$ cat src/rtl/mc_sequencer.sv
// mc_sequencer: multi-cycle instruction sequencer.
// Walks each instruction through FETCH -> DECODE -> EXEC -> (MEM) -> WB.
// Instruction decode is external and combinational on ir_out. Branch
// redirects are captured in EXEC and applied to the PC in WB. The sequencer
// parks in FAULT on an illegal decode or a misaligned target; only reset
// leaves FAULT. Request and strobe outputs are decoded from the registered
// state and forced low while reset is high, so an access that is in flight
// when reset arrives is abandoned cleanly.
module mc_sequencer #(
  parameter int                    ADDR_WIDTH = 32,
  parameter logic [ADDR_WIDTH-1:0] RESET_PC   = ADDR_WIDTH'(32'h0040_0000),
  parameter int                    PC_STEP    = 4
) (
  input  logic                  clock,
  input  logic                  reset,
  output logic [ADDR_WIDTH-1:0] imem_addr,
  output logic                  imem_req,
  input  logic                  imem_ack,
  input  logic [31:0]           imem_rdata,
  output logic [31:0]           ir_out,
  input  logic                  dec_mem_rd,
  input  logic                  dec_mem_wr,
  input  logic                  dec_reg_wr,
  input  logic                  redirect_en,
  input  logic [ADDR_WIDTH-1:0] redirect_pc,
  output logic                  dmem_req,
  output logic                  dmem_we,
  input  logic                  dmem_ack,
  output logic                  regfile_we,
  output logic [ADDR_WIDTH-1:0] pc_out,
  output logic [ADDR_WIDTH-1:0] pc_plus_step,
  output logic                  retired,
  output logic [31:0]           instr_count,
  output logic [2:0]            state_out,
  output logic                  fault
);

  typedef enum logic [2:0] {
    S_FETCH  = 3'd0,
    S_DECODE = 3'd1,
    S_EXEC   = 3'd2,
    S_MEM    = 3'd3,
    S_WB     = 3'd4,
    S_FAULT  = 3'd7
  } state_t;

  state_t                state_q;
  logic [ADDR_WIDTH-1:0] pc_q;
  logic [31:0]           ir_q;
  logic [31:0]           instr_count_q;
  logic                  redir_en_q;
  logic [ADDR_WIDTH-1:0] redir_pc_q;
  logic                  fault_q;

  // Sequential successor and the PC that WB will commit.
  logic [ADDR_WIDTH-1:0] pc_step_d;
  logic [ADDR_WIDTH-1:0] pc_d;

  // A redirect target must be word aligned; anything else is fatal.
  logic misaligned_redirect;
  logic illegal_decode;

  assign pc_step_d           = pc_q + ADDR_WIDTH'(PC_STEP);
  assign pc_d                = redir_en_q ? redir_pc_q : pc_step_d;
  assign misaligned_redirect = redirect_en && (redirect_pc[1:0] != 2'b00);
  assign illegal_decode      = dec_mem_rd && dec_mem_wr;

  // Main FSM: state, PC, instruction register, counter and redirect latch.
  always_ff @(posedge clock) begin
    if (reset) begin
      state_q       <= S_FETCH;
      pc_q          <= RESET_PC;
      ir_q          <= '0;
      instr_count_q <= '0;
      redir_en_q    <= 1'b0;
      redir_pc_q    <= '0;
      fault_q       <= 1'b0;
    end else begin
      case (state_q)
        S_FETCH: begin
          if (imem_ack) begin
            ir_q    <= imem_rdata;
            state_q <= S_DECODE;
          end
        end
        S_DECODE: begin
          state_q <= S_EXEC;
        end
        S_EXEC: begin
          redir_en_q <= redirect_en;
          redir_pc_q <= redirect_pc;
          // Alignment is checked ahead of the memory routing decision.
          if (misaligned_redirect || illegal_decode) begin
            state_q <= S_FAULT;
            fault_q <= 1'b1;
          end else if (dec_mem_rd || dec_mem_wr) begin
            state_q <= S_MEM;
          end else begin
            state_q <= S_WB;
          end
        end
        S_MEM: begin
          if (dmem_ack) begin
            state_q <= S_WB;
          end
        end
        S_WB: begin
          pc_q          <= pc_d;
          instr_count_q <= instr_count_q + 32'd1;
          redir_en_q    <= 1'b0;
          state_q       <= S_FETCH;
        end
        S_FAULT: begin
          fault_q <= 1'b1;
        end
        default: begin
          state_q <= S_FAULT;
          fault_q <= 1'b1;
        end
      endcase
    end
  end

  // Request/strobe decode from state; reset overrides whatever state is held.
  always_comb begin
    imem_req   = 1'b0;
    dmem_req   = 1'b0;
    dmem_we    = 1'b0;
    regfile_we = 1'b0;
    retired    = 1'b0;
    if (!reset) begin
      case (state_q)
        S_FETCH: imem_req = 1'b1;
        S_MEM: begin
          dmem_req = 1'b1;
          dmem_we  = dec_mem_wr;
        end
        S_WB: begin
          regfile_we = dec_reg_wr;
          retired    = 1'b1;
        end
        default: ;
      endcase
    end
  end

  assign imem_addr    = pc_q;
  assign pc_out       = pc_q;
  assign pc_plus_step = pc_step_d;
  assign ir_out       = ir_q;
  assign instr_count  = instr_count_q;
  assign state_out    = state_q;
  assign fault        = fault_q;

endmodule

$ cat config.mk
export PLATFORM = sky130hd
export DESIGN_NAME = mc_sequencer
export DESIGN_NICKNAME = d
export VERILOG_FILES = /design/src/rtl/mc_sequencer.sv
export SDC_FILE = /design/constraint.sdc
export NUM_CORES = 1
export LEC_CHECK = 0
export CAP_MARGIN = 15
export CORE_UTILIZATION = 40
export CTS_BUF_LIST = sky130_fd_sc_hd__clkbuf_8
export DETAILED_ROUTE_END_ITERATION = 10
export HOLD_SLACK_MARGIN = 0.15
export PLACE_DENSITY = 0.86
export SETUP_SLACK_MARGIN = 0.15
export SYNTH_ARGS = -nofsm -noshare
export SYNTH_HDL_FRONTEND = slang
export SYNTH_SLANG_ARGS = --single-unit
export TNS_END_PERCENT = 10
$ cat constraint.sdc
create_clock -name clock -period 2.8 [get_ports clock]
set_clock_uncertainty 0.2 [all_clocks]
set_input_delay 0.56 -clock clock [delete_from_list [all_inputs] [get_ports clock]]
set_output_delay 0.56 -clock clock [all_outputs]
set_load 0.01 [all_outputs]
# [Word-level counts from Yosys, hierarchy flattened]
# Cells that the tools add are included.
[word_totals] reg_bits=133 latchBits=0 ramBits=0 mem_bits_ro=0 in_bits=72 output_inout_bits=169 wordCells=49 mem_count=0
[classes] addsub=2 multipliers=0 div_mod_pow=0 order_cmp=0 eq_ne=8 shift=0 n_mux=19 bitwise=2 n_reduce_logical=11
[ops] cell="32-bit by 1-bit adder with 32-bit output, second input constant" count=1
[ops] cell="32-bit by 3-bit adder with 32-bit output, second input constant" count=1
[ops] cell="32-bit 2-to-1 mux" count=1
[ops] cell="3-bit one-hot mux with 6 select lines" count=1
[ops] cell="3-bit 2-to-1 mux" count=4
[ops] cell="1-bit 2-to-1 mux" count=11
[ops] cell="3-bit by 2-bit == test with 1-bit output, second input constant" count=2
[ops] cell="3-bit == test, second input constant" count=2
[ops] cell="2-bit inequality test, second input constant" count=3
[ops] cell="1-bit one-hot mux with 2 select lines" count=2
[ops] cell="2-bit AND reduction" count=2
[ops] cell="2-bit nonzero test" count=2
[ops] cell="4-bit OR reduction" count=1
[ops] cell="3-bit by 1-bit == test with 1-bit output, second input constant" count=1
[ops] cell="3-bit zero test" count=1
[ops] cell="3-bit AND reduction" count=1
[ops] cell="1-bit logical AND" count=2
[ops] cell="1-bit logical OR" count=2
[ops] cell="1-bit inverter" count=2

# [Logic depth before layout (Yosys ltp)]
# Gate-level depths: netlist of run 1.
[logic_depth] word_depth=5 mapped_depth=8 depth_no_buf=5

# [Worst setup path before layout of run 1]
# No wires, ideal clock.
[synth_timing] path_kind="flip-flop to output port" startpoint="register pc_q[2], in the netlist imem_addr[2]" endpoint="output pc_plus_step[28]" arrival_ps=2175 required_ps=2040 path_slack_ps=-135 stages_incl_launch_ff=7 path_buffers=1 cell_sequence="dfxtp_1 -> ha_1 -> nand4_4 -> or4_4 -> buf_6 -> nor4_1 -> xor2_1"
[synth_via] elab_chain_cells=1
[synth_rtl] item="start: declaration" line_no="48" rtl="logic [ADDR_WIDTH-1:0] pc_q;"
[synth_rtl] item="start signal: assignment" line_no="108" rtl="pc_q <= pc_d;"
[synth_rtl] item="32-bit by 3-bit adder with 32-bit output" line_no="63" rtl="assign pc_step_d = pc_q + ADDR_WIDTH'(PC_STEP);"
[synth_rtl] item="end: declaration" line_no="31" rtl="output logic [ADDR_WIDTH-1:0] pc_plus_step,"
# Every way passes these cells.

# [Final worst setup path of run 1]
[layout_timing] startpoint="register pc_q[14], in the netlist imem_addr[14]" endpoint="output pc_plus_step[30]"
# Same word-level chain as after synthesis.

==> results of run 1 <==
-- through the flow --
| step | cell area (µm²) | hold WS, ns | worst slack (ns) |
|---|---|---|---|
| floorplan | 6810 | 0.231 | 0.115 |
| global placement | 9640 | 0.237 | -0.195 |
| detailed placement | 9640 | 0.247 | -0.264 |
| CTS | 10300 | 0.256 | -0.348 |
| global route | 10400 | 0.278 | -0.380 |
| finish | 10400 | 0.256 | -0.338 |
-- metal layers --
metal  vias to the layer above  part of all wire (%)  global-route usage, %  wire, µm
met2                       339                    47                   41.9     10800
met3                        47                   8.1                   7.34      1840
met1                      3462                    42                   31.9      9510
li1                       3516                     -                      -         -
met5                         -                     0                      0         0
met4                         0                   2.7                   11.3       620
-- worst register-to-register path, cell delays in order, from the launching register on --
cell	delay (ns)
dfxtp_1	0.41
ha_1	0.22
and4bb_2	0.36
nand4_1	0.42
nor4_1	0.41
mux2_2	0.38
-- cell families (layout without fill, tap and decap cells) --
| logic type | Yosys count | in the layout |
|---|---|---|
| and+or+nand+nor | 372 | 372 |
| AOI/OAI and AO/OA | 188 | 188 |
| DFF | 133 | 133 |
| buffers and inverters | 112 | 383 |
| xor gates and xnor gates | 32 | 32 |
| muxes | 18 | 18 |
| adders and majority gates | 2 | 2 |
-- state kept, by name (all words and copies together) (netlist names) --
name and cells:
redir_en_q 1, redir_pc_q 32, state_out 3, imem_addr 32
instr_count 32, fault 1, ir_out 32
-- what timing repair did --
item,CTS,global route
pin swaps,14,16
gates cloned,0,0
setup endpoints to repair,32,25
setup buffers,11,6
endpoints found under the hold margin,0,0
gates resized for setup,133,23
-- layout make-up --
cell class	count	area, µm²	area share (%)
Sequential cell	133	2680	25.8
Clock buffer	20	275	2.65
Timing Repair Buffer	341	3140	30.2
Tap cell	220	275	2.65
Multi-Input combinational cell	612	3790	36.4
Clock inverter	12	201	1.94
Inverter	10	37.5	0.361
-- where the power goes --
part,switching (mW),internal [mW]
logic,0.635,0.665
registers,0.0947,2.03
clock network,0.790,1.13
total,1.52,3.82
-- Yosys cell counts, types with 17 or more instances --
master and count:
nand4_1 17, dfxtp_1 133, o21ai_0 21, nor3_1 21
nor4_1 19, clkbuf_1 47, a22oi_1 17, a21oi_1 93
nand2_1 167, xor2_1 21, nand3_1 23, nor2_1 35
buf_4 34
-- worst paths after layout --
path	to	slack, ns	start
worst max register to register	instr_count[22]	0.30	instr_count[0]
worst min-delay path	ir_out[24]	0.26	ir_out[24]
worst min register to register	ir_out[24]	0.26	ir_out[24]
worst max-delay path	pc_plus_step[30]	-0.34	imem_addr[14]
==> results_dict.tcl, run 1 <==
set metrics [dict create \
    arrival_ns 2.38 \
    worst_slack_ns -0.338 \
    cp_cell_sequence "nand2_1, or4_4, buf_6, or3_4, xnor2_4, buf_2" \
    synthMuxAreaShare_pct 2.94 \
    root_buffer "clkbuf_8" \
    grt_pass1_wl_um 35900 \
    die_x_um 132 \
    synth_adder_area_share_pct 0.370 \
    hold_viol 0 \
    syn_area_um2 6770 \
    tritoncts "done" \
    overflow 0 \
    diodes 0 \
    cpPeakStageDelay_ns 0.61 \
    synth_compound_area_share_pct 17.0 \
    powerDensity_nw_per_um2 514 \
    synth_top_family_by_area "simple AND/OR/NAND/NOR gates" \
    p_leak_nw 4.01 \
    tightest_slew_ns 0.724 \
    first_pass_iters 5 \
    cp.required_ns 2.04 \
    p_total_mw 5.34 \
    row_count 47 \
    gp_congestion 0.910 \
    setup_viol 16 \
    synth_cell_types 65 \
    num_vias 7364 \
    fin_cells 1348 \
    critPathKind "register to output port" \
    end_kind "output port" \
    yosys-top-cells-area "dfxtp_1 (39%), nand2_1 (9.3%), a21oi_1 (6.9%)" \
    dp_hpwl_um 15900 \
    period_minus_slack_ns 3.14 \
    antenna_left 0 \
    coreArea_um2 16500 \
    netlist.area_leader.share_pct 39.3 \
    layout_commonest_cell "clkdlybuf4s50_1" \
    ios 241 \
    max_freq_ghz 0.319 \
    drv_cap 0 \
    status "finished, violations left" \
    cp_max_fo 3 \
    critPathBufInv 2 \
    irDropWorstVdd_uv 282 \
    hold_depth 2 \
    nets 1189 \
    final_cell_mix "clkdlybuf4s50_1 (207), nand2_1 (166), dfxtp_1 (121)" \
    die_h_um 132 \
    synthSimpleGateAreaFrac_pct 27.7 \
    post-route-drc-count 0 \
    cpMaxStageDelayCell "or4_4" \
    cts_hold_buf 0 \
    post_drt_via_cell_ratio 5.46 \
    maxSlewHeadroom_pct 51.7 \
    tns_ns -3.25 \
    violations "setup timing" \
    place_inst 1299 \
    crit_cells 6 \
    grt_max_degree 46 \
    grt_antenna_before_repair 0 \
    ys_seq_elements 133 \
    syn2layout_area_growth_pct 53.6 \
    final_max_slew_viol_count 0 \
    syn_inst 857 \
    synth_xor_xnor_area_share_pct 4.14 \
    ys_async_sr_fraction_pct 0 \
    critical-path-top-delay-family "simple AND/OR/NAND/NOR gates" \
    clock-sinks 133 \
    dieArea_um2 17400 \
    drive_above_1_share_pct 20.5 \
    fin_util_pct 62.9 \
    syn_avg_cell_area_um2 7.90 \
    nFillCells 1404 \
    first_global_vias 7002 \
    wire_per_inst_um 16.9 \
    portBuffers 240 \
    synth_ff_type "dfxtp_1" \
    startpoint_type "register" \
    yosysWarnings 0 \
    holdCritPathClass "register to register" \
    r2r_cells 5 \
    syn_nets 931 \
    rsz0062_at_grt "true" \
    cts_buffers 17 \
    synth-seq-area-share_pct 39.3 \
    cts-htree-levels 4 \
    initial_core_util_pct 41.0 \
    synth-edff-count 0 \
    synth_top_area_cell "dfxtp_1" \
    clk_pin_slew_ns 0.09 \
    grt_usage_pct 25.9 \
    drt_iter0_drc 614 \
    period_share_pct 112 \
    clkLatencyLatePin_ns 0.46 \
    cts_buffer_depth 2 \
    wirelength_um 22800 \
]
Power figures use the tool's default switching activity.
==> run 2, diff against run 1 <==
--- a/config.mk
+++ b/config.mk
@@ -8,6 +8,7 @@
 export CAP_MARGIN = 15
 export CORE_UTILIZATION = 40
 export CTS_BUF_LIST = sky130_fd_sc_hd__clkbuf_8
+export CTS_CLUSTER_SIZE = 12
 export DETAILED_ROUTE_END_ITERATION = 10
 export HOLD_SLACK_MARGIN = 0.15
 export PLACE_DENSITY = 0.86
==> results of run 2 <==
The final DEF is identical to that of run 1; final timing and power are the same.
